[src/rtl/icmp_pkg.sv]
// icmp_pkg: shared ICMP constants, FSM encoding and payload word selection for the tx scheduler
package icmp_pkg;

    localparam logic [7:0] ECHO_REPLY    = 8'd0;
    localparam logic [7:0] DEST_UNREACH  = 8'd3;
    localparam logic [7:0] TIME_EXCEEDED = 8'd11;

    localparam int WORD_W         = 32;
    localparam int PAYLOAD_WORDS  = 3;
    localparam int OUT_WORDS_DEF  = 5;
    localparam int OUT_OFFSET_DEF = 8;

    typedef enum logic [2:0] {
        S_IDLE,
        S_GRANT,
        S_GRST,
        S_LOAD,
        S_WAIT,
        S_EMIT
    } state_t;

    // word0 is the most significant word; anything past word1 returns word2
    function automatic logic [WORD_W-1:0] payload_word(input logic [PAYLOAD_WORDS*WORD_W-1:0] p,
                                                       input logic [4:0] w);
        return (w == 5'd0) ? p[95:64] : (w == 5'd1) ? p[63:32] : p[31:0];
    endfunction

endpackage

[src/rtl/rr_arbiter.sv]
// rr_arbiter: picks the first set request at or above ptr (wrapping), as index and one-hot
module rr_arbiter #(
    parameter int NREQ = 4,
    parameter int IDW  = 3
) (
    input  logic [NREQ-1:0] req,
    input  logic [IDW-1:0]  ptr,
    output logic            any,
    output logic [IDW-1:0]  idx,
    output logic [NREQ-1:0] onehot
);

    localparam int SW = IDW + 1;

    logic [NREQ-1:0] rot;
    logic [SW-1:0]   sum;

    always_comb begin
        rot = NREQ'({req, req} >> ptr);
        sum = '0;
        for (int k = NREQ - 1; k >= 0; k--)
            if (rot[k]) sum = {1'b0, ptr} + SW'(k);
        idx    = (sum >= SW'(NREQ)) ? IDW'(sum - SW'(NREQ)) : sum[IDW-1:0];
        any    = |req;
        onehot = any ? (NREQ'(1) << idx) : '0;
    end

endmodule

[src/rtl/icmp_tx_scheduler.sv]
// icmp_tx_scheduler: round-robin sharing of one ICMP generator, sequencing its load and framing its output
module icmp_tx_scheduler
    import icmp_pkg::*;
#(
    parameter int NREQ       = 4,
    parameter int IDW        = 3,
    parameter int OUT_OFFSET = 8,
    parameter int OUT_WORDS  = 5
) (
    input  logic                clock,
    input  logic                hardreset_n,
    input  logic [NREQ-1:0]     req,
    output logic [NREQ-1:0]     gnt,
    input  logic [8*NREQ-1:0]   req_type,
    input  logic [8*NREQ-1:0]   req_code,
    input  logic [32*NREQ-1:0]  req_typedata,
    input  logic [96*NREQ-1:0]  req_payload,
    output logic                gen_hardreset,
    output logic [7:0]          gen_type,
    output logic [7:0]          gen_code,
    output logic [31:0]         gen_typedata,
    output logic [31:0]         gen_inputdata,
    input  logic [31:0]         gen_message,
    output logic [31:0]         out_data,
    output logic                out_valid,
    output logic                out_sop,
    output logic                out_eop,
    output logic [IDW-1:0]      out_src,
    output logic                busy,
    output logic [15:0]         frames_sent
);

    localparam int LAST = OUT_OFFSET + OUT_WORDS - 1;

    state_t          state, nstate;
    logic [IDW-1:0]  src, rr_ptr, arb_idx;
    logic [NREQ-1:0] sel_oh, arb_oh;
    logic            arb_any, hold, emit;
    logic [4:0]      cnt;
    logic [7:0]      lat_type, lat_code, sel_type, sel_code;
    logic [31:0]     lat_td, sel_td;
    logic [95:0]     lat_pl, sel_pl;

    rr_arbiter #(.NREQ(NREQ), .IDW(IDW)) u_arb (
        .req    (req),
        .ptr    (rr_ptr),
        .any    (arb_any),
        .idx    (arb_idx),
        .onehot (arb_oh)
    );

    always_comb begin
        sel_type = '0;
        sel_code = '0;
        sel_td   = '0;
        sel_pl   = '0;
        for (int i = 0; i < NREQ; i++)
            if (src == IDW'(i)) begin
                sel_type = req_type[8*i +: 8];
                sel_code = req_code[8*i +: 8];
                sel_td   = req_typedata[32*i +: 32];
                sel_pl   = req_payload[96*i +: 96];
            end
    end

    always_ff @(posedge clock or negedge hardreset_n) begin
        if (!hardreset_n) begin
            state       <= S_IDLE;
            src         <= '0;
            sel_oh      <= '0;
            rr_ptr      <= '0;
            cnt         <= '0;
            lat_type    <= '0;
            lat_code    <= '0;
            lat_td      <= '0;
            lat_pl      <= '0;
            frames_sent <= '0;
        end else begin
            state <= nstate;
            cnt   <= (state inside {S_LOAD, S_WAIT, S_EMIT}) ? cnt + 5'd1 : 5'd0;
            if (state == S_IDLE && arb_any) begin
                src    <= arb_idx;
                sel_oh <= arb_oh;
            end
            if (state == S_GRANT) begin
                lat_type <= sel_type;
                lat_code <= sel_code;
                lat_td   <= sel_td;
                lat_pl   <= sel_pl;
                rr_ptr   <= (src == IDW'(NREQ - 1)) ? '0 : src + 1'b1;
            end
            if (out_eop) frames_sent <= frames_sent + 16'd1;
        end
    end

    // cnt counts cycles since the first payload cycle, so LOAD/WAIT/EMIT boundaries are fixed offsets
    always_comb begin
        nstate = state;
        unique case (state)
            S_IDLE:  nstate = arb_any ? S_GRANT : S_IDLE;
            S_GRANT: nstate = S_GRST;
            S_GRST:  nstate = S_LOAD;
            S_LOAD:  nstate = (cnt == 5'(PAYLOAD_WORDS - 1)) ? S_WAIT : S_LOAD;
            S_WAIT:  nstate = (cnt == 5'(OUT_OFFSET - 1)) ? S_EMIT : S_WAIT;
            S_EMIT:  nstate = (cnt == 5'(LAST)) ? S_IDLE : S_EMIT;
            default: nstate = S_IDLE;
        endcase
    end

    always_comb begin
        hold          = state inside {S_GRST, S_LOAD, S_WAIT, S_EMIT};
        emit          = state == S_EMIT;
        gnt           = (state == S_GRANT) ? sel_oh : '0;
        busy          = state != S_IDLE;
        gen_hardreset = !(state inside {S_LOAD, S_WAIT, S_EMIT});
        gen_type      = hold ? lat_type : '0;
        gen_code      = hold ? lat_code : '0;
        gen_typedata  = hold ? lat_td : '0;
        gen_inputdata = gen_hardreset ? '0 : payload_word(lat_pl, cnt);
        out_valid     = emit;
        out_data      = emit ? gen_message : '0;
        out_sop       = emit && cnt == 5'(OUT_OFFSET);
        out_eop       = emit && cnt == 5'(LAST);
        out_src       = emit ? src : '0;
    end

endmodule
[config.mk]
export PLATFORM = sky130hd
export DESIGN_NAME = icmp_tx_scheduler
export DESIGN_NICKNAME = d
export VERILOG_FILES = /design/src/rtl/icmp_pkg.sv /design/src/rtl/rr_arbiter.sv /design/src/rtl/icmp_tx_scheduler.sv
export SDC_FILE = /design/constraint.sdc
export NUM_CORES = 1
export LEC_CHECK = 0
export CAP_MARGIN = 5
export CORE_AREA = 8 8 283 285
export CTS_CLUSTER_DIAMETER = 150
export DETAILED_ROUTE_END_ITERATION = 10
export DIE_AREA = 0 0 291 293
export HOLD_SLACK_MARGIN = 0.15
export PLACE_DENSITY = 0.49
export SKIP_LAST_GASP = 1
export SYNTH_ARGS = -nofsm -noshare
export SYNTH_HDL_FRONTEND = slang
export SYNTH_SLANG_ARGS = --single-unit
[constraint.sdc]
create_clock -name clock -period 2.2 [get_ports clock]
set_input_delay 0.44 -clock clock [delete_from_list [all_inputs] [get_ports clock]]
set_output_delay 0.44 -clock clock [all_outputs]
set_load 0.03 [all_outputs]
### Word level (Yosys, flattened, before mapping)

Cells that the tools add are included.

* bits in registers: 178
* output and inout bits: 140

* add/subtract/negate cells: 7
* $lt $le $gt $ge: 1
* eq/ne operators: 13
* shift operators: 2
* mux-type cells: 38
* reduce and logical (&&, ||, !) cells: 11

Operators with widths (count)
* 2-to-1 mux 96 bit: 4
* 2-to-1 mux 32 bit: 9
* 2-to-1 mux 8 bit: 10
* 2-to-1 mux 4 bit: 6
* one-hot mux 3 bit (6 select lines): 1
* adder 16 x 1 -> 16 bit, second input constant: 1
* 2-to-1 mux 3 bit: 5
* == test 3 x 2 -> 1 bit, second input constant: 4
* == test 5 x 4 -> 1 bit, second input constant: 2
* adder 3 x 2 -> 4 bit, second input constant: 2
* >> shifter 8 x 3 -> 4 bit: 1
* == test 3 x 1 -> 1 bit, second input constant: 2
* == test 3 bit, second input constant: 2
* logical NOT 3 bit: 2
* nonzero test 3 bit: 2
* adder 5 x 1 -> 5 bit, second input constant: 1
* == test 5 x 1 -> 1 bit, second input constant: 1
* == test 5 x 2 -> 1 bit, second input constant: 1
* == test 5 x 3 -> 1 bit, second input constant: 1
* logical NOT 5 bit: 1
* 2-to-1 mux 5 bit: 1
* adder 3 x 1 -> 4 bit, second input constant: 1
* greater-or-equal comparator 4 x 3 -> 1 bit, second input constant: 1
* nonzero test 4 bit: 1
* other kinds (7): 10

### Logic depth before layout (Yosys ltp)

* word-level depth: 9
* depth in mapped cells: 10
* depth with buffers taken out: 9

### Modules after synthesis

Synthesis repeated with hierarchy kept, for this count alone.

* cells, all modules: 1448
* area, all modules: 12642.1 µm²

Modules (own cells, without submodules)
* icmp_tx_scheduler: instances 1, cells each 1391, area each 12132.9 µm²
* rr_arbiter: instances 1, cells each 57, area each 509.2 µm²

### Worst setup path after synthesis

Ideal clock, no wire load.

* path type: register to output
* from: register cnt[2]
* to: output port gen_inputdata[10]
* arrival time: 2.233 ns
* required time: 1.760 ns
* path slack: -0.473 ns
* cell stages (with the launch flop): 8
* cell sequence: dfrtp_1 -> clkbuf_1 -> nor3_1 -> and2_1 -> clkbuf_1 -> buf_2 -> mux2i_1 -> a211oi_1

* cells in the longest elaborated chain, start to end: 4
* elaborated cells on any way between the ends: 5
* those cells by class: eq/ne (1); mux (3); reduce/logical (1)

RTL lines
* from (decl): line icmp_tx_scheduler.sv:39 `logic [4:0] cnt;`
* from (signal assigned): line icmp_tx_scheduler.sv:80 `cnt <= (state inside {S_LOAD, S_WAIT, S_EMIT}) ? cnt + 5'd1 : 5'd0;`
* == test 5 x 1 -> 1 bit: line icmp_pkg.sv:25 `return (w == 5'd0) ? p[95:64] : (w == 5'd1) ? p[63:32] : p[31:0];`
* 2-to-1 mux 32 bit: line icmp_pkg.sv:25
* 2-to-1 mux 32 bit (*): line icmp_pkg.sv:25
* 2-to-1 mux 32 bit (*): line icmp_tx_scheduler.sv:119 `gen_inputdata = gen_hardreset ? '0 : payload_word(lat_pl, cnt);`
* to (decl): line icmp_tx_scheduler.sv:22 `output logic [31:0] gen_inputdata,`

Every way passes the cells marked *; elsewhere a longest branch is shown, timed or not.

### Final worst setup path

* from: register cnt[0]
* to: output port gen_inputdata[9]

The elaborated chain is that of the path after synthesis.

==> flow_summary.yaml <==
routing:
  routed_wl_microns: 83700
  vias_per_cell: 4.62
  drc_errors: 0
  drtPass1Iterations: 5
  ant_nets: 0
  post_drt_wl_per_cell_microns: 24.4
  drt_iter0_markers: 717
  vias: 15800
grt:
  busiest_layer: "met2"
  grt_util_met1_pct: 19.9
  grt_max_degree: 139
  overflow: 0
  antenna_found_initial: 9
  grt_pass1_vias: 16600
  use_met3_pct: 5.34
  use_met2_pct: 32.3
  grtUsageTotal_pct: 17.6
  grt_pass1_wl_microns: 112000
place:
  place_inst: 3281
  dpl.hpwl_microns: 60000
  io_buffers: 753
  gp_congestion: 0.878
timing:
  worst_slew_pin_slew_ns: 0.638
  final.min_clock_period_ns: 2.77
  setup_slack_ns: -0.571
  skew_ns: 0.0135
  fmax_mhz: 361
  rsz0062_at_grt: "yes"
  drv_slew: 0
  slew_headroom_pct: 57.4
  final_hold_viol_count: 0
  finalSetupViolCount: 123
  period_share_pct: 126
cts:
  cts_tree: "yes"
  cts_buffers: 17
  clock_latency_ns: 0.49
  clockRootBuffer: "clkbuf_16"
  cts_buffer_depth: 2
  cts_sinks: 178
  htree_num_levels: 4
  cts.clk_slew.worst_paths_ns: 0.07
synthesis:
  yosys-top-cells-area: "dfrtp_1 (37%), a221oi_1 (10%), o21ai_0 (6.4%)"
  ys_seq_elements: 178
  synthCells: 1557
  synth_edf_count: 0
  synth_nets: 2184
  ys_warn_count: 0
  ys_seq_area_share_pct: 37.0
  synth_top_area_share_pct: 37.0
  synth_area_leader_cell: "dfrtp_1"
  syn_avg_cell_area_sq_um: 7.73
  yosysUniqueCellTypes: 55
  synthArstFlopShare_pct: 100
  synth_area_sq_um: 12000
  ys.flop_type: "dfrtp_1"
run_status:
  status: "complete, but fails checks"
  violations: "setup timing"
critical_path:
  r2r_slack_ns: -0.04
  r2r_cells: 12
  path_max_fanout: 6
  start_kind: "register"
  setup.worst_path.class: "register to output port"
  worst_setup_path_end_kind: "output port"
  r2r_end: "lat_pl[46]"
  critPathRequiredTime_ns: 1.76
  crit_arrival_ns: 2.33
  r2r_start: "src[0]"
power_and_ir_drop:
  p_per_area_nw_per_um2: 1420
  leakagePower_uw: 0.0106
  ir_drop_mv: 0.803
die:
  dieArea_sq_um: 85300
  die_w_microns: 291
  rows: 101
  core_area_sq_um: 75400
  ios: 754
  start_util_pct: 16.0
  chipHeight_microns: 293
cells_and_area:
  fillers: 7584
  multiInputGateArea_sq_um: 8990
  instances_no_fill: 3425
  utilization_pct: 35.4
  area_delta_synth_final_pct: 122
  drive_gt1_share_pct: 32.1
  regArea_sq_um: 4460
  nets: 3057
min_path:
  hold_start: "lat_code[7]"
  holdCritPathClass: "register to register"
  hold_depth: 2
  whs_endpoint: "lat_code[7]"
job:
  cap_violations: 0
==> cell usage after synthesis (all sizes together) (2+ instances only) <==
cell and number:
a221oi 144, o211a 2, nand3b 2, dfrtp 178
inv 12, nand2b 2, and2 87, nor4 2
nor3b 2, xor2 7, nand4 3, or2 2
a32o 4, a21oi 152, mux2 3, nand3 11
or3 4, o21ai 153, nor2 192, a211oi 32
ha 13, and3 5, mux2i 34, nand2 163
clkbuf 125, buf 34, nor2b 6, nor3 150
and4 2, xnor2 13
==> routing by layer <==
metal  part of all wire, %  vias to the layer above
met2                    51                      649
met1                    39                     7666
met5                 0.066                        -
met4                   2.9                        8
met3                   6.5                       99
li1                      -                     7391
==> flip-flops by register name, indices dropped and copies added (netlist names) <==
name	count
lat_type	8
sel_oh	4
cnt	5
state	3
src	3
lat_td	32
rr_ptr	3
lat_code	8
lat_pl	96
frames_sent	16
==> report_power, final <==
part           internal (uW)  total (uW)  leakage (uW)  switching [uW]
clock network           1730        3310      0.000298            1580
logic                  13600       29200       0.00800           15500
registers               4550        5480       0.00228             931
total                  19900       37900        0.0106           18000
==> critical path, stage by stage, from the launching register on <==
cell and delay, ns:
dfrtp_1 0.41, inv_2 0.09, ha_4 0.13, nand2_2 0.05
or3_4 0.39, buf_4 0.18, buf_16 0.14, a211oi_4 0.23
buf_4 0.20
==> placed cells by master, fill, tap and decap left out, types with 41 or more instances in the layout <==
| master | instances |
|---|---|
| clkdlybuf4s50_1 | 626 |
| a21oi_1 | 126 |
| buf_4 | 136 |
| buf_6 | 116 |
| nand2_1 | 160 |
| o21ai_0 | 110 |
| nor3_1 | 103 |
| nor2_1 | 162 |
| o21ai_1 | 41 |
| a221oi_2 | 67 |
| nor3_2 | 41 |
| buf_12 | 88 |
| and2_4 | 83 |
| dfrtp_1 | 173 |
| a221oi_1 | 65 |
==> area by class of cell <==
class	instances	area share [%]
Antenna cell	4	0.0374
Clock inverter	15	0.721
Clock buffer	17	1.59
Multi-Input combinational cell	1208	33.7
Sequential cell	178	16.7
Tap cell	978	4.58
Inverter	12	0.178
Timing Repair Buffer	1013	42.6
==> metrics by stage <==
| step | setup slack, ns | area, sq um | setup TNS, ns | hold WS [ns] | power [uW] |
|---|---|---|---|---|---|
| finish | -0.571 | 26700 | -32.65 | 0.481 | 37900 |
| global route | -0.672 | 26700 | -46.19 | 0.507 | 40400 |
| CTS | -0.653 | 25200 | -46.34 | 0.487 | 35300 |
| detailed placement | -0.386 | 22300 | -7.86 | 0.462 | 27200 |
| global placement | -0.315 | 22300 | -5.33 | 0.456 | 27000 |
| floorplan | -0.112 | 12500 | -3.44 | 0.144 | 17200 |
==> worst max-delay path by stage <==
| stage | startpoint | to | cells past startpoint |
|---|---|---|---|
| after global routing | cnt[0] | gen_inputdata[1] | 8 |
| after CTS | cnt[0] | gen_inputdata[0] | 8 |
| after global placement | req[1] | sel_oh[2] | 7 |
| after detailed placement | src[0] | lat_pl[79] | 11 |
| final | cnt[0] | gen_inputdata[9] | 8 |
| after floorplan | state[1] | out_sop | 3 |
==> kinds of logic (layout without fill, tap and decap cells) <==
family	count (synthesis)	in the layout	share of synthesized area [%]
buffers and inverters	171	1057	5.69
other	0	4	0
XOR/XNOR	20	20	1.46
multiplexers	38	38	3.36
AO/OA/AOI/OAI	497	497	26.5
AND/OR/NAND/NOR	640	640	24.6
flip-flops	178	178	37.0
adder cells (fa/ha/maj)	13	13	1.35
==> what timing repair did <==
action	4_1_cts	5_1_grt
pin swaps	83	76
setup endpoints to repair	169	277
endpoints found under the hold margin	39	0
hold buffers	1	0
buffers inserted	52	42
cloned	26	15
gates resized for setup	310	328
No activity file was read; power rests on OpenSTA's default activity.
